$ cat src/rtl/mult_sequencer.sv
// -----------------------------------------------------------------------------
// mult_sequencer
//
// Control unit for the sweep sequential adder inside the signed shift-add
// multiplier. A start request captures two DW-bit two's-complement operands,
// converts them to magnitudes, steps the adder through DW sweep cycles, then
// removes the adder's residual accumulator value, restores the sign and
// presents the 2*DW-bit signed product with a one-cycle ready pulse.
//
// Ports:
//   clk            rising-edge clock
//   rst            asynchronous reset, active-low
//   start          operation request, sampled only in IDLE or DONE
//   multiplicand   signed operand A (DW bits)
//   multiplier     signed operand B (DW bits)
//   adder_done     done flag from the sweep adder
//   adder_product  accumulator of the sweep adder (2*DW bits)
//   l_s            adder counter clear
//   init_FSM       adder enable
//   permit         adder hold; 1 freezes the accumulator
//   rgstr1         |B|, swept bit by bit by the adder
//   rgstr2         |A| shifted left by the current sweep index
//   busy           high from LOAD through FIX
//   ready          one-cycle pulse, result valid
//   result         signed product, held until the next FIX
//   err            sticky: adder_done was low in FIX; cleared on accepted start
// -----------------------------------------------------------------------------
module mult_sequencer #(
  parameter int DW = 16
) (
  input  logic            clk,
  input  logic            rst,
  input  logic            start,
  input  logic [DW-1:0]   multiplicand,
  input  logic [DW-1:0]   multiplier,
  input  logic            adder_done,
  input  logic [2*DW-1:0] adder_product,
  output logic            l_s,
  output logic            init_FSM,
  output logic            permit,
  output logic [DW-1:0]   rgstr1,
  output logic [2*DW-1:0] rgstr2,
  output logic            busy,
  output logic            ready,
  output logic [2*DW-1:0] result,
  output logic            err
);

  localparam int PW = 2 * DW;
  localparam int KW = (DW > 1) ? $clog2(DW) : 1;
  localparam logic [KW-1:0] K_LAST = KW'(DW - 1);

  typedef enum logic [2:0] {
    IDLE,
    LOAD,
    RUN,
    FIX,
    DONE
  } state_t;

  state_t          state;
  logic [KW-1:0]   k;
  logic            neg;
  logic [PW-1:0]   base;

  // Magnitudes are taken as unsigned DW-bit values, so the most negative
  // operand maps onto 2^(DW-1) without overflow.
  logic [DW-1:0]   mag_a;
  logic [DW-1:0]   mag_b;
  logic [PW-1:0]   mag_p;
  logic [PW-1:0]   signed_p;

  assign mag_a    = multiplicand[DW-1] ? (~multiplicand + DW'(1)) : multiplicand;
  assign mag_b    = multiplier[DW-1]   ? (~multiplier   + DW'(1)) : multiplier;
  // The adder accumulator is never cleared between operations, so the value
  // captured in LOAD is subtracted to isolate this operation's sum.
  assign mag_p    = adder_product - base;
  // Negating zero yields zero, so a zero product never comes out as -0.
  assign signed_p = neg ? (PW'(0) - mag_p) : mag_p;

  always_ff @(posedge clk or negedge rst) begin
    if (!rst) begin
      state    <= IDLE;
      k        <= '0;
      neg      <= 1'b0;
      base     <= '0;
      l_s      <= 1'b0;
      init_FSM <= 1'b0;
      permit   <= 1'b1;
      rgstr1   <= '0;
      rgstr2   <= '0;
      busy     <= 1'b0;
      ready    <= 1'b0;
      result   <= '0;
      err      <= 1'b0;
    end else begin
      init_FSM <= 1'b1;
      ready    <= 1'b0;
      case (state)
        IDLE, DONE: begin
          permit <= 1'b1;
          l_s    <= 1'b0;
          if (start) begin
            rgstr1 <= mag_b;
            rgstr2 <= {{DW{1'b0}}, mag_a};
            neg    <= multiplicand[DW-1] ^ multiplier[DW-1];
            busy   <= 1'b1;
            err    <= 1'b0;
            l_s    <= 1'b1;
            state  <= LOAD;
          end else begin
            state  <= IDLE;
          end
        end

        LOAD: begin
          base   <= adder_product;
          l_s    <= 1'b0;
          permit <= 1'b0;
          k      <= '0;
          state  <= RUN;
        end

        RUN: begin
          // adder_done is stale here; only the sweep count ends RUN.
          rgstr2 <= rgstr2 << 1;
          if (k == K_LAST) begin
            permit <= 1'b1;
            state  <= FIX;
          end else begin
            k <= k + KW'(1);
          end
        end

        FIX: begin
          result <= signed_p;
          if (!adder_done) begin
            err <= 1'b1;
          end
          busy  <= 1'b0;
          ready <= 1'b1;
          state <= DONE;
        end

        default: begin
          state <= IDLE;
        end
      endcase
    end
  end

endmodule

$ cat config.mk
export PLATFORM = sky130hd
export DESIGN_NAME = mult_sequencer
export DESIGN_NICKNAME = d
export VERILOG_FILES = /design/src/rtl/mult_sequencer.sv
export SDC_FILE = /design/constraint.sdc
export NUM_CORES = 1
export LEC_CHECK = 0
export BUFFER_PORTS_ARGS = -buffer_cell sky130_fd_sc_hd__clkbuf_2
export CAP_MARGIN = 20
export CORE_UTILIZATION = 35
export DETAILED_ROUTE_END_ITERATION = 8
export GPL_TIMING_DRIVEN = 1
export SLEW_MARGIN = 20
export SYNTH_ARGS = -nofsm -noshare
export SYNTH_HDL_FRONTEND = slang
export SYNTH_SLANG_ARGS = --single-unit
$ cat constraint.sdc
create_clock -name clk -period 3.8 [get_ports clk]
set_clock_uncertainty 0.15 [all_clocks]
set_input_delay 0.57 -clock clk [delete_from_list [all_inputs] [get_ports clk]]
set_output_delay 0.57 -clock clk [all_outputs]
set_load 0.02 [all_outputs]
# == Word-level counts from Yosys, hierarchy flattened ==
# Index checks and enable logic that the tools add are counted.
# word_totals
ff_bits,126
inputBits,68
out_inout_bits,86
wordCells,63
# op_classes
n_addsub,5
eq_ne,9
mux,20
bitwise_logic,3
reduce_logical,13
# op_table
op,n
two-way mux 32 bit,2
case mux 32 bit (2 select lines),1
"adder 16 x 1 -> 16 bit, second input constant",2
two-way mux 16 bit,2
NOT 16 bit,2
"subtractor 1 x 32 -> 32 bit, first input constant",1
subtractor 32 bit,1
case mux 3 bit (4 select lines),1
AND reduction 2 bit,5
"inequality test 2 bit, second input constant",4
case mux 4 bit (2 select lines),1
nonzero test 2 bit,4
two-way mux 1 bit,7
"== test 3 x 2 -> 1 bit, second input constant",2
case mux 1 bit (2 select lines),3
"adder 4 x 1 -> 4 bit, second input constant",1
"== test 4 bit, second input constant",1
two-way mux 4 bit,1
"== test 3 x 1 -> 1 bit, second input constant",1
"== test 3 bit, second input constant",1
logical NOT 3 bit,1
two-way mux 3 bit,1
case mux 1 bit (3 select lines),1
AND reduction 3 bit,1
3 further kinds,3

# == Longest topological paths before layout ==
# Gate-level depths: netlist of run 1.
# logic_depth
ltp_word,5
depth_mapped,14
mapped_depth_nobuf,14

# == Worst setup path after synthesis of run 1 ==
# Ideal clock, no wire load.
# synth_path
kind,input to register
startpoint,input port adder_product[0]
endpoint,register result[30]
setup_time_ns,0.125
arrival_time_ns,3.516
required_ns,3.525
setup_slack_ns,0.009
cell_stages,14
path_buffers,0
path_cell_list,inv_1 -> ha_1 -> inv_1 -> fa_1 -> a211oi_2 -> o21ai_1 -> a22oi_1 -> nor3b_1 -> o22ai_1 -> nor3_2 -> nand4_1 -> o31ai_2 -> xnor2_1 -> mux2_4
# synth_between
elab_chain_cells,3
# synth_lines
item,line,text
from (decl),37,"input logic [2*DW-1:0] adder_product,"
subtractor 32 bit *,77,assign mag_p = adder_product - base;
subtractor 1 x 32 -> 32 bit,79,assign signed_p = neg ? (PW'(0) - mag_p) : mag_p;
two-way mux 32 bit *,79,
to (signal assigned),136,result <= signed_p;
to (decl),45,"output logic [2*DW-1:0] result,"
# Mark *: on every way between the ends. The rest lies on a longest branch, timed or not.
# A chain may end at the register's enable or synchronous reset.

# == Final worst setup path of run 1 ==
# layout_path
startpoint,register base[4]
endpoint,register result[30]
# layout_between
elab_chain_cells,3
# layout_lines
item,line,text
from (decl),64,logic [PW-1:0] base;
from (signal assigned),117,base <= adder_product;
subtractor 32 bit *,77,
subtractor 1 x 32 -> 32 bit,79,
two-way mux 32 bit *,79,
# Marks and branches as above.

==> results.md, run 1 <==
* WL/cell at between 10 and 15 um
* Combinational share of power at 0.606
* CP max stage cell: or4_4
* Synth area leader: dfrtp_1
* Worst slack, placed at -378 ps
* Yosys warning total at 0
* CTS tree: built
* Post-synth net total at around 1000
* Power Dens Cells at 982 nW/um2
* Via Count at ~7300
* Fin crit share at 0.937
* Ys async rst share at 1.00
* Reg2reg end: result[30]
* CTS Buf Count at 17
* Final Power at 10100 uW
* MaxCap Viol Count at 0
* Top Ports at 154
* Cts hold-fix bufs at 0
* Failing checks: DRC
* CP max stage delay at approximately 430 ps
* Switch share at 0.461
* FF-to-FF setup slack at 240 ps
* Setup_tns at 0 ps
* Syn-to-layout area delta at 29.9%
* Pint at 5440 uW
* DP HPWL at 16100 um
* # DRC at 9
* Min Tclk post-route at about 3600 ps
* DR vias/cell at 5.12
* Initial Utilization at 0.359
* Worst slew margin at 0.415
* Vias in the first global route at 7119
* Row Count at 54
* CTS Sinks at 126
* Switching power at 4650 uW
* Antenna Nets Post-Route at 0
* CP Capture Type: flop
* Reg2Reg Depth at 12
* Largest net degree at the start of global routing at just under 80
* Initial antenna violation count at 0
* Finish-stage setup viols at 0
* CP startpoint kind: flop
* Leak at 0.00492 uW
* Critical-path cell list: inv_1 > ha_1 > and2_4 > or4_4 > o2111ai_2 > a211oi_1 > or3_4 > a2111oi_4 > nand4_2 > o31ai_2 > xnor2_1 > mux2_4
* Core ar. at 22000 um2
* Die X at approximately 150 um
* Top-area cell type share of the netlist area at 0.395
* Placer congestion estimate at 0.851
* Die Area at 23200 um2
* Worst-Margin Slew at 877 ps
* Overall die height at 152 um
* Syn Inst Count at slightly above 900
* Worst Path Required at 3960 ps
* Crit Path Class: flop to flop
* H-Tree Depth at 4
* Grt ovf at 0
* Number of synthesized flops with an enable pin at 0
* Final worst setup slack at 240 ps
* Fill count at around 2200
* Clock Latency Late Sink at ~430 ps
* DRT Wirelength at 21100 um
* Delay-heaviest family, CP: simple AND/OR/NAND/NOR gates
* Status: complete, but fails checks
* Seq cells post-synth at 126
* CTS root buffer: clkbuf_16
* Crit-path max FO at 3
* Final Net Count at 1243
* Synth unique cells at 74
* Top area cells in the synthesized netlist: dfrtp_1 40%, o21ai_0 7.7%, nand2_1 7.1%, ha_1 5.5%, xor2_1 4.8%
* Wire length of the first global-routing pass at 36200 um
* HP Class: input port to async pin
* GRT Total Usage at 0.193
* Post-Syn Area per Cell at 8.70 um2
* Most common cell after layout, fill and taps aside: clkbuf_2
* Worst path arrival time at 3720 ps
* Final count of hold timing violations at 0
* Port bufs at 153
* Clock share of power at 0.164
* CP bufs+invs at 1
* Initial DRC count at roughly 360
* Main synth FF type: dfrtp_1
* R2r startpoint: base[4]
* Peak supply drop at 452 uV
* Min Hold Slack at 1.63 ps
* F_max at about 0.28 GHz
* DR pass1 iterations at 7
* Sequential area share after synthesis at 0.399
* N_diodes at 0
* Mapped cell area at 7910 um2
* CTS Buffer Depth at 2
* Worst-path clk slew at 60 ps
* Unrepaired setup endpoints after global routing: yes
* Layout cell share with drive strength beyond 1 at 0.280
* Max-slew violations at 0
* Most frequent cells in the layout: 152 x clkbuf_2, 148 x nand2_1, 125 x dfrtp_1, 122 x o21ai_0, 96 x buf_4
* Sequential Power Share at 0.230
-- kinds of logic after synthesis --
group / share of synthesized area
xor+xnor: 0.0893
mux: 0.00696
buf+inv: 0.0455
other cells: 0.000474
flops: 0.399
simple gates: 0.160
fa+ha+maj: 0.0579
compound gates: 0.241
-- power groups by stage --
| stage | combinational [uW] | clock, uW | sequential [uW] |
|---|---|---|---|
| global placement | 5970 | 0 | 2320 |
| global route | 6810 | 1770 | 2400 |
| finish | 6120 | 1660 | 2320 |
| detailed placement | 6040 | 0 | 2340 |
| floorplan | 3440 | 0 | 2660 |
| CTS | 6080 | 1710 | 2320 |
-- final cells by class --
class,count,area (um2),share of cell area
tap,280,350,0.0341
inverter,54,203,0.0197
clock buffer,17,425,0.0414
timing repair buffer,250,1510,0.147
sequential,126,3150,0.307
multi-input combinational,690,4470,0.435
clock inverter,15,163,0.0158
-- synthesized netlist by cell type, types with 4 or more instances --
library cell,n
a211o_1,4
a211oi_1,8
a21o_1,8
a21oi_1,42
a22o_1,16
a22oi_1,17
a31oi_1,7
and2_1,4
clkbuf_1,35
dfrtp_1,125
ha_1,35
inv_1,54
mux2i_1,4
nand2_1,149
nand2b_1,5
nand3_1,12
nand4_1,7
nor2_1,38
nor2b_1,6
nor3_1,11
nor3b_1,5
nor4_1,4
o211ai_1,5
o21a_1,7
o21ai_0,122
o21ai_1,13
o31ai_1,13
or3_1,5
or4_1,6
xnor2_1,34
xor2_1,43
-- sequential cells by signal, summed over array words and instances, names as in the netlist --
register  flops
ready         1
k             4
neg           1
l_s           1
result       32
permit        1
rgstr1       16
busy          1
err           1
init_FSM      1
rgstr2       32
base         32
state         3
-- through the flow --
| step | std cells | cell area [um2] | utilization |
|---|---|---|---|
| global placement | 1399 | 9620 | 0.437 |
| detailed placement | 1399 | 9620 | 0.437 |
| global route | 1432 | 10300 | 0.467 |
| floorplan | 909 | 7910 | - |
| CTS | 1431 | 10200 | 0.464 |
| finish | 1432 | 10300 | 0.467 |
-- routing by layer --
metal | share of wire | up-vias | routed length, um | track usage
met5 | 0 | - | 0 | 0
met4 | 0.023 | 0 | 480 | 0.0695
met3 | 0.036 | 30 | 758 | 0.0364
met2 | 0.47 | 130 | 9960 | 0.318
met1 | 0.47 | 3478 | 9940 | 0.254
li1 | - | 3689 | - | -
-- worst max path at each step --
stage	startpoint	to	slack, ps	cells past startpoint
final	base[4]	result[30]	240	12
after CTS	base[0]	result[30]	50	14
after global placement	adder_product[0]	result[30]	-300	16
after global routing	base[0]	result[31]	-5	14
after detailed placement	adder_product[0]	result[30]	-380	16
after floorplan	adder_product[0]	result[30]	9	14
-- what timing repair did --
action / CTS / global route
buffers inserted: 0 / 1
resized for setup: 1 / 12
setup endpoints to repair: 1 / 10
cloned: 0 / 0
pin swaps: 0 / 1
(Power assumes the default switching activity.)
==> run 2: changes to the inputs <==
--- a/config.mk
+++ b/config.mk
@@ -5,6 +5,7 @@
 export SDC_FILE = /design/constraint.sdc
 export NUM_CORES = 1
 export LEC_CHECK = 0
+export ABC_AREA = 1
 export BUFFER_PORTS_ARGS = -buffer_cell sky130_fd_sc_hd__clkbuf_2
 export CAP_MARGIN = 20
 export CORE_UTILIZATION = 35
==> results.md, run 2 <==
* Initial Utilization at 0.357
* Most frequent cells in the layout: 462 x nand2_1, 201 x inv_1, 152 x clkbuf_2, 125 x dfrtp_1, 87 x nor2_1
* DR pass1 iterations at 4
* Final Net Count at about 1500
* Grt ovf at 0
* Overall die height at 159 um
* Ys async rst share at 1.00
* CTS Sinks at 126
* Register area at 3150 um2
* DR vias/cell at 4.62
* Top-count cell post-synth: nand2_1
* Leak at 0.00572 uW
* Top Registers: base (32), result (32), rgstr2 (32)
* DP HPWL at 18300 um
* Crit Path Class: flop to flop
* Top area cells in the synthesized netlist: dfrtp_1 36%, nand2_1 20%, inv_1 8.7%, ha_1 5.0%, o21ai_0 4.6%
* CTS root buffer: clkbuf_16
* GRT Total Usage at 0.194
* # DRC at 0
* Initial antenna violation count at 0
* Post-Syn Area per Cell at roughly 6.7 um2
* Worst path arrival time at 3100 ps
* HP Class: input port to async pin
* N_diodes at 0
* Final Power at between 9000 and 10000 uW
* Synth unique cells at 40
* Mapped cell area at 8670 um2
* Top-area cell type share of the netlist area at 0.361
* DRT Wirelength at 23200 um
* Die Area at around 25000 um2
* Main synth FF type: dfrtp_1
* Peak supply drop at 283 uV
* Worst slew margin at 0.486
* Crit-path max FO at 5
* Synth area leader: dfrtp_1
* CP startpoint kind: flop
* Fin crit share at 0.773
* Final non-filler cell total at 1782
* Status: complete, no violations
* Number of synthesized flops with an enable pin at 0
* Post-synth net total at 1395
* Layout cell share with drive strength beyond 1 at 0.160
* MaxCap Viol Count at 0
* Top Ports at 154
* CTS tree: built
* CTS resizes at 0
* H-Tree Depth at 4
* CTS Buf Count at 17
* Synth cell count leaders: 462 x nand2_1, 201 x inv_1, 125 x dfrtp_1
* Core ar. at around 24000 um2
* Worst-Margin Slew at 771 ps
* Sequential area share after synthesis at 0.364
* Syn Inst Count at roughly 1300
* Wire length of the first global-routing pass at between 30000 and 40000 um
* FF-to-FF setup slack at between 800 and 900 ps
* Worst Path Required at about 4000 ps
* Vias in the first global route at 8079
* Via Count at 8238
* Initial DRC count at 448
* Worst-path clk slew at 70 ps
* Setup_tns at 0 ps
* WL/cell at 13.0 um
* Seq cells post-synth at 126
* Largest net degree at the start of global routing at 83
* Reg2Reg Depth at 17
* Power Dens Cells at 902 nW/um2
* Max-slew violations at 0
* CP Capture Type: flop
* Post-CTS Setup Inserts at 0
* F_max at 0.340 GHz
* Die X at 159 um
* Port bufs at about 150
* Multi-input logic area at 4630 um2
* Final count of hold timing violations at 0
* Clock Latency Late Sink at 430 ps
* Syn-to-layout area delta at 19.9%
* Row Count at 57
* Min Tclk post-route at 2940 ps
* Finish-stage setup viols at 0
* Reg2reg end: result[27]
* Dpl cells at 1750
* Unrepaired setup endpoints after global routing: no
* Fill count at ~2600
* Antenna Nets Post-Route at 0
* Cts hold-fix bufs at 0
* Most common cell after layout, fill and taps aside: nand2_1
* Yosys warning total at 0
* CTS Buffer Depth at 2
* R2r startpoint: base[0]
* Placer congestion estimate at 0.868
run 2: cell types whose count changed after synthesis, sizes merged, moves of 17 or more:
cell / change
a22oi: -17
inv: +154
nand2: +324
nand3: +67
nor2: +59
o21ai: -51
xnor2: -21
run 2: kinds of logic after synthesis:
kind of cell	Yosys count	synth area share
and+or+nand+nor	695	0.338
buffers and inverters	237	0.103
AOI/OAI and AO/OA	154	0.100
DFF	126	0.364
xor gates and xnor gates	42	0.0424
adders and majority gates	36	0.0528
other	1	0.000432
run 2: cell type report:
type	count	area share
Clock buffer	17	0.0409
Clock inverter	15	0.0137
Inverter	210	0.0758
Multi-Input combinational cell	928	0.445
Sequential cell	126	0.303
Tap cell	324	0.0390
Timing Repair Buffer	162	0.0819
run 2: through the flow:
| stage | util | hold WS, ps | cell area (um2) | setup slack [ps] |
|---|---|---|---|---|
| finish | 0.428 | 36.0 | 10400 | 862 |
| global route | 0.428 | 111 | 10400 | 527 |
| CTS | 0.428 | 72.8 | 10400 | 839 |
| detailed placement | 0.404 | 314 | 9830 | 530 |
| floorplan | - | 124 | 8670 | 919 |
| global placement | 0.404 | 310 | 9830 | 578 |
run 2: worst max-delay path: stages (launching register included):
cell,delay [ps]
dfrtp_1,390
ha_1,190
inv_1,140
fa_1,450
inv_1,90
nand2_1,50
a21oi_1,160
nand3_1,110
nor2_2,150
nand3_2,110
nor2_4,110
nand3_2,70
nand2_2,120
nand3_4,140
nor2_4,150
nand3_1,90
nand3_1,90
nand2_1,60
run 2: routing by layer:
metal | GRT usage | vias to the layer above | wire length (um)
met5 | 0 | - | 0
met4 | 0.0756 | 0 | 526
met3 | 0.0336 | 32 | 874
met2 | 0.314 | 137 | 10600
met1 | 0.258 | 3713 | 11200
li1 | - | 4356 | -
run 2: worst max path at each step:
stage / end / start / slack [ps]
floorplan: result[27] / adder_product[0] / 920
global placement: result[30] / adder_product[0] / 580
detailed placement: result[27] / adder_product[0] / 530
CTS: result[27] / base[0] / 840
global route: result[27] / base[0] / 530
finish: result[27] / base[0] / 860
run 2: where the power goes:
group          total [uW]  internal, uW  leakage, uW  switching, uW
Combinational        5540          1780      0.00387           3760
Sequential           2250          1930      0.00158            319
Clock                1590           871     0.000273            724
Total                9380          4580      0.00572           4800
==> run 3: changes to the inputs <==
==> constraint.sdc (replaced) <==
create_clock -name clk -period 2.9 [get_ports clk]
set_clock_uncertainty 0.15 [all_clocks]
set_input_delay 0.435 -clock clk [delete_from_list [all_inputs] [get_ports clk]]
set_output_delay 0.435 -clock clk [all_outputs]
set_load 0.02 [all_outputs]
==> results.md, run 3 (same netlist as run 2, synthesis figures left out) <==
* Grt ovf at 0
* Peak supply drop at roughly 440 uV
* Core Util, Final at 0.450
* Power Dens Cells at 1200 nW/um2
* Final worst setup slack at 50.4 ps
* Worst slack, placed at -196 ps
* Overall die height at 159 um
* CTS Sinks at between 100 and 150
* Die X at 159 um
* Worst hold stages at 2
* Core ar. at 24300 um2
* CP Capture Type: flop
* Finish-stage setup viols at 0
* Worst slew margin at 0.634
* Antenna Nets Post-Route at 0
* Fin crit share at 0.983
* Min Hold Slack at 46.8 ps
* Crit-path max FO at 4
* Row Count at 57
* GRT Total Usage at 0.196
* Worst Path Required at 3060 ps
* Vias in the first global route at around 8000
* Initial antenna violation count at 0
* DRT Wirelength at 24000 um
* Final Net Count at 1597
* FF-to-FF setup slack at 50 ps
* CTS root buffer: clkbuf_16
* DP HPWL at 18500 um
* Top Ports at 154
* Unrepaired setup endpoints after global routing: yes
* Leak at slightly below 0.006 uW
* Initial Utilization at 0.357
* Dpl cells at 1789
* Reg2reg end: result[24]
* Largest net degree at the start of global routing at 65
* Worst-path clk slew at 70 ps
* Initial DRC count at around 500
* Die Area at 25400 um2
* WL/cell at 13.1 um
* F_max at 0.351 GHz
* Placer congestion estimate at 0.881
* Max-slew violations at 0
* CTS tree: built
* Most common cell after layout, fill and taps aside: nand2_1
* Worst path arrival time at 3010 ps
* Final count of hold timing violations at 0
* Worst-Margin Slew at approximately 550 ps
* Clock Latency Late Sink at 430 ps
* Crit Path Class: flop to flop
* N_diodes at 0
* R2r startpoint: base[0]
* DR vias/cell at 4.63
* Min Tclk post-route at 2850 ps
* Status: complete, no violations
* Reg2Reg Depth at 17
* Worst Hold End: rgstr1[14]
* Syn-to-layout area delta at 26.0%
* Layout cell share with drive strength beyond 1 at 0.216
* DR pass1 iterations at 5
* H-Tree Depth at 4
* Setup_tns at 0 ps
* Wire length of the first global-routing pass at 39900 um
* MaxCap Viol Count at 0
* Worst Hold Launch: multiplier[14]
* Via Count at 8482
* Top Registers: base (32), result (32), rgstr2 (32)
* CTS Buffer Depth at 2
* Most frequent cells in the layout: 442 x nand2_1, 198 x inv_1, 152 x clkbuf_2, 125 x dfrtp_1, 79 x nor2_1
* CP startpoint kind: flop
* CTS Buf Count at 17
* HP Class: input port to flop
* Port bufs at between 150 and 200
* # DRC at 0
* Final non-filler cell total at 1830
[run 3: cell count changes in the layout (fill, tap and decap cells not counted), moves of 3 or more]
cell	change
nand2_1	-20
inv_2	+3
nor2_4	+3
inv_1	-3
nand2_2	+19
buf_4	+47
nor2_2	+5
nor2_1	-8
nand3_1	-10
nand3_2	+10
[run 3: report_power, final]
part	switching [uW]	internal (uW)	total, uW
logic	5190	2890	8080
clock network	956	1140	2090
registers	420	2530	2950
[run 3: area by class of cell]
| cell class | instances | area [um2] |
|---|---|---|
| sequential | 126 | 3150 |
| clock inverter | 15 | 146 |
| inverter | 210 | 788 |
| clock buffer | 17 | 425 |
| timing repair buffer | 210 | 1210 |
| multi-input combinational | 928 | 4800 |
| tap | 324 | 405 |
| fill | 2516 | 13400 |
[run 3: timing repair]
action	CTS	global route
setup endpoints to repair	0	21
setup buffers	0	8
hold endpoints to repair	35	0
resized for setup	0	52
hold buffers	1	0
[run 3: per-layer routing]
metal  share of wire  track usage  up-vias
met5               0            0        -
met2            0.48        0.333      143
met4           0.018       0.0629        0
li1                -            -     4459
met1            0.47        0.252     3855
met3           0.033       0.0328       25
[run 3: through the flow]
step	total power, uW	area, um2
3_5_place_dp	10800	10100
6_report	13100	10900
3_3_place_gp	10700	10100
2_1_floorplan	8200	8670
5_1_grt	14400	10900
4_1_cts	12900	10700
[run 3: worst max-delay path, stage by stage, from the launching register on]
cell and delay, ps:
dfrtp_1 390, ha_2 180, inv_2 60, fa_2 440, inv_2 70, ha_1 140
inv_1 50, nor2_1 80, nand3_1 90, nor2_1 140, nand2_2 80, nor2_4 150
nand2_2 70, nand3b_4 190, o21ai_4 220, nand3_1 100, nand3_1 80, nand2_1 50
[run 3: worst max-delay path by stage]
stage | startpoint | end | slack [ps] | cells past startpoint
floorplan | adder_product[0] | result[27] | 150 | 18
global placement | adder_product[0] | result[30] | -130 | 20
detailed placement | adder_product[0] | result[30] | -200 | 20
CTS | base[0] | result[30] | 8 | 18
global route | base[0] | result[28] | -130 | 18
finish | base[0] | result[24] | 50 | 17
